<file path="config.mk">
export PLATFORM = sky130hd
export DESIGN_NAME = sc_spi_tgt
export DESIGN_NICKNAME = d
export VERILOG_FILES = /design/src/rtl/sc_spi_tgt.sv
export SDC_FILE = /design/constraint.sdc
export NUM_CORES = 1
export LEC_CHECK = 0
export CAP_MARGIN = 20
export CORE_UTILIZATION = 60
export DETAILED_ROUTE_END_ITERATION = 7
export HOLD_SLACK_MARGIN = 0.08
export PLACE_DENSITY = 0.95
export SLEW_MARGIN = 20
export SYNTH_ARGS = -nofsm -noshare
export SYNTH_HDL_FRONTEND = slang
export SYNTH_SLANG_ARGS = --single-unit
</file>
<file path="constraint.sdc">
create_clock -name SPICLK -period 5.3 [get_ports SPICLK]
set_input_delay 1.59 -clock SPICLK [delete_from_list [all_inputs] [get_ports SPICLK]]
set_output_delay 1.59 -clock SPICLK [all_outputs]
set_load 0.02 [all_outputs]
</file>
<file path="src/rtl/sc_spi_tgt.sv">
// sc_spi_tgt: SPI target protocol engine. CSB/SCLK/MOSI are oversampled in the
// SPICLK domain; edges are detected after synchronization, so no SCLK-clocked
// logic exists. TX words arrive through a one-entry buffer, RX words leave as
// one-cycle RXVALID pulses.
// Build option: define SC_SPI_TGT_SYNC2_EN for two-flop pin synchronizers
// (pin-to-action latency 3 SPICLK); otherwise a single capture flop is used
// (latency 2), suitable only for pins already synchronous to SPICLK.
module sc_spi_tgt (
   input  logic        SPICLK,
   input  logic        SYSRSTB,
   input  logic        CPOL,
   input  logic        CPHA,
   input  logic [4:0]  DWIDTH,
   input  logic [31:0] TXDATA,
   input  logic        TXVALID,
   output logic        TXREADY,
   output logic        TXUNDER,
   output logic [31:0] RXDATA,
   output logic        RXVALID,
   output logic        FRMERR,
   output logic        BUSY,
   input  logic        CSB,
   input  logic        SCLK,
   input  logic        MOSI,
   output logic        MISO,
   output logic        MISOOE
);

   typedef enum logic {IDLE = 1'b0, ACTIVE = 1'b1} state_t;

   // Pins are carried as {csb, sclk, mosi}; CSB resets high so a CSB held low
   // across reset release shows up as a fresh falling edge.
   localparam logic [2:0] PIN_RST = 3'b100;

   logic [2:0]  pin_s;
   logic [2:0]  pin_p_q;

`ifdef SC_SPI_TGT_SYNC2_EN
   logic [2:0]  meta_q;
   logic [2:0]  sync_q;

   // Two-flop synchronizer on the asynchronous SPI pins.
   always_ff @(posedge SPICLK or negedge SYSRSTB) begin
      // NOTE: sequential state always uses <= so every flop samples pre-edge values.
      if (!SYSRSTB) begin
         meta_q <= PIN_RST;
         sync_q <= PIN_RST;
      end else begin
         meta_q <= {CSB, SCLK, MOSI};
         sync_q <= meta_q;
      end
   end
`else
   logic [2:0]  sync_q;

   // Single capture flop for pins that are already SPICLK-synchronous.
   always_ff @(posedge SPICLK or negedge SYSRSTB) begin
      // NOTE: sequential state always uses <= so every flop samples pre-edge values.
      if (!SYSRSTB) sync_q <= PIN_RST;
      else          sync_q <= {CSB, SCLK, MOSI};
   end
`endif

   assign pin_s = sync_q;

   // Edge-detect register: previous synchronized pin values.
   always_ff @(posedge SPICLK or negedge SYSRSTB) begin
      if (!SYSRSTB) pin_p_q <= PIN_RST;
      else          pin_p_q <= pin_s;
   end

   state_t      state_q, state_d;
   logic        cpol_q, cpol_d, cpha_q, cpha_d;
   logic [4:0]  dwidth_q, dwidth_d, bc_q, bc_d;
   logic [31:0] txsr_q, txsr_d, rxsr_q, rxsr_d;
   logic [31:0] txbuf_q, txbuf_d, rxdata_q, rxdata_d;
   logic        txbuf_vld_q, txbuf_vld_d, txready_q, txready_d;
   logic        rxvalid_q, rxvalid_d, txunder_q, txunder_d, frmerr_q, frmerr_d;

   logic        csb_fall, csb_rise, sclk_rise, sclk_fall;
   logic        sample_edge, shift_edge, fetch, wr_acc;
   logic [31:0] rx_next, rx_mask;

   assign csb_fall    = pin_p_q[2] & ~pin_s[2];
   assign csb_rise    = ~pin_p_q[2] & pin_s[2];
   assign sclk_rise   = ~pin_p_q[1] & pin_s[1];
   assign sclk_fall   = pin_p_q[1] & ~pin_s[1];
   // Modes 0/3 sample on SCLK rising, modes 1/2 on SCLK falling.
   assign sample_edge = (cpol_q ^ cpha_q) ? sclk_fall : sclk_rise;
   assign shift_edge  = (cpol_q ^ cpha_q) ? sclk_rise : sclk_fall;
   assign rx_next     = {rxsr_q[30:0], pin_s[0]};
   assign rx_mask     = 32'hFFFF_FFFF >> (5'd31 - dwidth_q);
   assign wr_acc      = TXVALID & txready_q;

   // Next-state logic: frame FSM, bit counter, shift registers and TX buffer.
   always_comb begin
      // NOTE: every _d gets its hold value first, so no path can infer a latch.
      state_d     = state_q;
      cpol_d      = cpol_q;
      cpha_d      = cpha_q;
      dwidth_d    = dwidth_q;
      bc_d        = bc_q;
      txsr_d      = txsr_q;
      rxsr_d      = rxsr_q;
      rxdata_d    = rxdata_q;
      txbuf_d     = txbuf_q;
      txbuf_vld_d = txbuf_vld_q;
      rxvalid_d   = 1'b0;
      txunder_d   = 1'b0;
      frmerr_d    = 1'b0;
      fetch       = 1'b0;

      unique case (state_q)
         IDLE: begin
            if (csb_fall) begin
               state_d  = ACTIVE;
               cpol_d   = CPOL;
               cpha_d   = CPHA;
               dwidth_d = DWIDTH;
               bc_d     = 5'd0;
               fetch    = ~CPHA;
            end
         end
         ACTIVE: begin
            if (sample_edge) begin
               rxsr_d = rx_next;
               if (bc_q == dwidth_q) begin
                  rxdata_d  = rx_next & rx_mask;
                  rxvalid_d = 1'b1;
                  bc_d      = 5'd0;
               end else begin
                  bc_d = bc_q + 5'd1;
               end
            end else if (shift_edge) begin
               if (bc_q == 5'd0) fetch = 1'b1;
               else              txsr_d = txsr_q << 1;
            end
            // The abort check sees the count after any same-cycle sample.
            if (csb_rise) begin
               state_d  = IDLE;
               frmerr_d = (bc_d != 5'd0);
            end
         end
         default: state_d = IDLE;
      endcase

      // Fetch uses the pre-edge buffer state, so a coincident write into an
      // empty buffer still underruns and waits for the next fetch.
      if (fetch) begin
         if (txbuf_vld_q) begin
            txsr_d      = txbuf_q;
            txbuf_vld_d = 1'b0;
         end else begin
            txsr_d    = 32'd0;
            txunder_d = 1'b1;
         end
      end
      if (wr_acc) begin
         txbuf_d     = TXDATA;
         txbuf_vld_d = 1'b1;
      end
      // TXREADY drops with the accepting edge and rises one cycle after the
      // fetch that empties the buffer.
      txready_d = ~txbuf_vld_q & ~wr_acc;
   end

   // State and datapath registers.
   always_ff @(posedge SPICLK or negedge SYSRSTB) begin
      if (!SYSRSTB) begin
         state_q     <= IDLE;
         cpol_q      <= 1'b0;
         cpha_q      <= 1'b0;
         dwidth_q    <= 5'd0;
         bc_q        <= 5'd0;
         txsr_q      <= 32'd0;
         rxsr_q      <= 32'd0;
         rxdata_q    <= 32'd0;
         txbuf_q     <= 32'd0;
         txbuf_vld_q <= 1'b0;
         txready_q   <= 1'b1;
         rxvalid_q   <= 1'b0;
         txunder_q   <= 1'b0;
         frmerr_q    <= 1'b0;
      end else begin
         state_q     <= state_d;
         cpol_q      <= cpol_d;
         cpha_q      <= cpha_d;
         dwidth_q    <= dwidth_d;
         bc_q        <= bc_d;
         txsr_q      <= txsr_d;
         rxsr_q      <= rxsr_d;
         rxdata_q    <= rxdata_d;
         txbuf_q     <= txbuf_d;
         txbuf_vld_q <= txbuf_vld_d;
         txready_q   <= txready_d;
         rxvalid_q   <= rxvalid_d;
         txunder_q   <= txunder_d;
         frmerr_q    <= frmerr_d;
      end
   end

   assign TXREADY = txready_q;
   assign TXUNDER = txunder_q;
   assign RXDATA  = rxdata_q;
   assign RXVALID = rxvalid_q;
   assign FRMERR  = frmerr_q;
   assign BUSY    = (state_q == ACTIVE);
   assign MISOOE  = (state_q == ACTIVE);
   assign MISO    = (state_q == ACTIVE) ? txsr_q[dwidth_q] : 1'b0;

endmodule

</file>
==> run summary <==
Critical Path AT -> 2.97 ns
Post-route antenna net violation count -> 0
Slew @ Worst Pin -> 1.09 ns
Clk buf depth -> 2
Final Core Density -> 74.7%
Status -> finished clean
Setup tns final -> 0 ns
Setup bufs post-CTS -> 0
Final count of hold timing violations -> 0
Worst hold path type -> flop to flop
DR DRC count -> 0
Yosys top cell area share -> 54.2%
Relative slew slack -> 27.3%
Gr ovfl total -> 0
Worst skew pair latency -> 0.43 ns
Netlist Area Pre-Place -> 6790 um2
Worst path max stage delay -> 0.72 ns
Net count, final -> 742
Vias in the first global route -> 5203
Worst path required time -> 3.71 ns
Via density -> 6.00
Worst-path clk slew -> 0.06 ns
Syn Inst Count -> 638
Final setup vio count -> 0
Synth unique cells -> 50
P_leak -> 3.66 nW
Layout area overhead -> 20.4%
Worst setup path category -> flop to output pin
Initial antenna violation count -> 0
Largest net degree at the start of global routing -> 131
Post-synthesis compound-gate area fraction -> 12.4%
Hold Slack -> 0.374 ns
Total CTS buffers -> 17
Share of cells above drive strength 1 -> 17.7%
Worst VDD drop -> 0.268 mV
DP HPWL -> 9800 um
Worst path cell trace -> mux2i_1 > mux4_2 > nor3b_1 > nor2_1 > a31oi_1 > clkdlybuf4s50_1
First-pass GRT wire length -> 25000 um
Post-Synth Adder-Cell Area -> 0.369%
Slew Limit Fails -> 0
Minimum clock period -> 4.56 ns
Period utilisation layout -> 86.1%
Xor and xnor area share after synthesis -> 1.01%
Post-CTS Hold Buffers -> 0
Post-synth top area cell -> dfrtp_1
Synth Flop Type -> dfrtp_1
Post-synthesis mux area share -> 14.9%
Root Buffer -> clkbuf_16
# diodes -> 0
Post-Synth Simple-Gate Area -> 10.4%
RePlAce Congestion -> 0.903
H-tree depth -> 4
Avg Inst Size Synth -> 10.6 um2
Fmax -> 0.219 GHz
WL/cell -> 17.6 um
Io pins -> 84
Starting DRT DRC Count -> 350
Max Cap Viol -> 0
Full die area -> 11700 um2
Synth area leaders -> dfrtp_1 (54%), mux2_2 (12%), nor2_1 (4.1%), a31oi_1 (3.1%), nand2_1 (2.8%)
DR vias -> 5089
Syn nets -> 685
Combinational family with the most area after synthesis -> multiplexers
CP max stage cell -> dfrtp_1
Post-synth ARST share -> 100%
Die Span X -> 108 um
Critical path launch point type -> flop
Clock sinks -> 150
Register-to-Register Path Depth -> 6
Core footprint -> 10900 um2
Gr usage total -> 28.1%
CP endpoint kind -> output pin
Crit-path max FO -> 14
Clk_skew -> 0.0127 ns
RSZ-0062 raised after global routing -> no
Post-cts resize count -> 0
CTS tree -> built
Die Ht -> 108 um
EDFF count, synth -> 0
PortBufs -> 83
Wirelength, routed -> 15000 um
DR pass1 iterations -> 5
Starting density of the core -> 62.1%
# rows -> 38
WHS Path Cells -> 0
Sequential fraction of the synthesis area -> 55.4%
Syn. warnings -> 0
FF+latch count, synth -> 150
Pwr/cell area -> 486 nW/um2
-- critical path: cells and delay by family, from the launching register on --
kind	cells	cell delay, ns
simple gates	2	0.25
mux	2	0.66
compound gates	1	0.25
buf+inv	1	0.66
flops	1	0.72
-- state kept, by name, summed over array words and instances, names as in the netlist, 2 cells and up --
register  cells
RXDATA       32
bc_q          5
dwidth_q      5
pin_p_q       2
pin_s         3
rxsr_q       31
txbuf_q      32
txsr_q       32
-- layout by cell type (no fill, tap or decap), types with 3 or more instances in the layout --
cell type	synthesis	final
inv_6	0	3
clkbuf_16	0	17
nand3_1	10	10
nor2_1	74	74
and2_1	3	3
dfstp_2	3	3
nand4_1	4	4
mux2_2	71	71
clkdlybuf4s50_1	0	82
and3_1	4	4
o21ai_0	16	16
xor2_1	6	6
mux4_2	3	3
clkinvlp_4	0	7
o211ai_1	5	5
inv_1	38	38
nand2_1	51	50
nand2b_1	4	4
o21ai_1	29	29
dfrtp_1	147	147
mux2i_1	12	12
a21oi_1	38	38
buf_4	3	4
nor2b_1	4	4
clkbuf_8	0	4
a31oi_1	34	34
-- cell families after synthesis --
| group | Yosys count |
|---|---|
| fa+ha+maj | 2 |
| simple gates | 162 |
| xor+xnor | 7 |
| flops | 150 |
| buf+inv | 88 |
| mux | 87 |
| compound gates | 142 |
-- routing by layer --
layer | global-route usage, % | wire length (um)
met5 | 0 | 0
met4 | 12.2 | 379
met3 | 7.78 | 815
met2 | 47.7 | 7870
met1 | 33.5 | 5900
-- synthesized netlist by cell type (3+ instances only) --
library cell	number
dfrtp_1	147
nor2_1	74
mux2_2	71
nand2_1	51
a21oi_1	38
inv_1	38
a31oi_1	34
o21ai_1	29
clkbuf_1	22
buf_2	17
o21ai_0	16
mux2i_1	12
nand3_1	10
xor2_1	6
buf_1	5
o211ai_1	5
and3_1	4
nand2b_1	4
nand4_1	4
nor2b_1	4
a22o_1	3
and2_1	3
buf_4	3
dfstp_2	3
mux4_2	3
-- worst paths after layout --
kind,from,to,slack (ns)
min in group asynchronous,SYSRSTB,RXDATA[17],1.30
min reg2reg,pin_s[2],pin_p_q[2],0.37
max reg2reg,BUSY,txsr_q[11],2.85
max in group asynchronous,SYSRSTB,bc_q[1],3.03
min,pin_s[2],pin_p_q[2],0.37
max,dwidth_q[0],MISO,0.74
-- final cells by class --
type | count | area [um2]
Clock buffer | 20 | 467
Tap cell | 140 | 175
Timing Repair Buffer | 87 | 865
Clock inverter | 12 | 96.3
Multi-Input combinational cell | 400 | 2670
Sequential cell | 150 | 3760
Inverter | 39 | 146
Fill cell | 684 | 2760
-- power breakdown --
group	switching [mW]	internal [mW]	total, mW
logic	0.516	0.512	1.03
registers	0.348	1.47	1.82
clock network	0.481	0.640	1.12
-- through the flow --
step	worst slack, ns	power, mW	area [um2]	cells
floorplan	1.90	2.50	6790	638
global placement	1.24	2.74	7590	816
detailed placement	1.18	2.82	7600	816
CTS	0.723	3.97	8160	848
global route	0.589	4.19	8170	848
finish	0.735	3.97	8170	848
No activity file was read; power rests on OpenSTA's default activity.
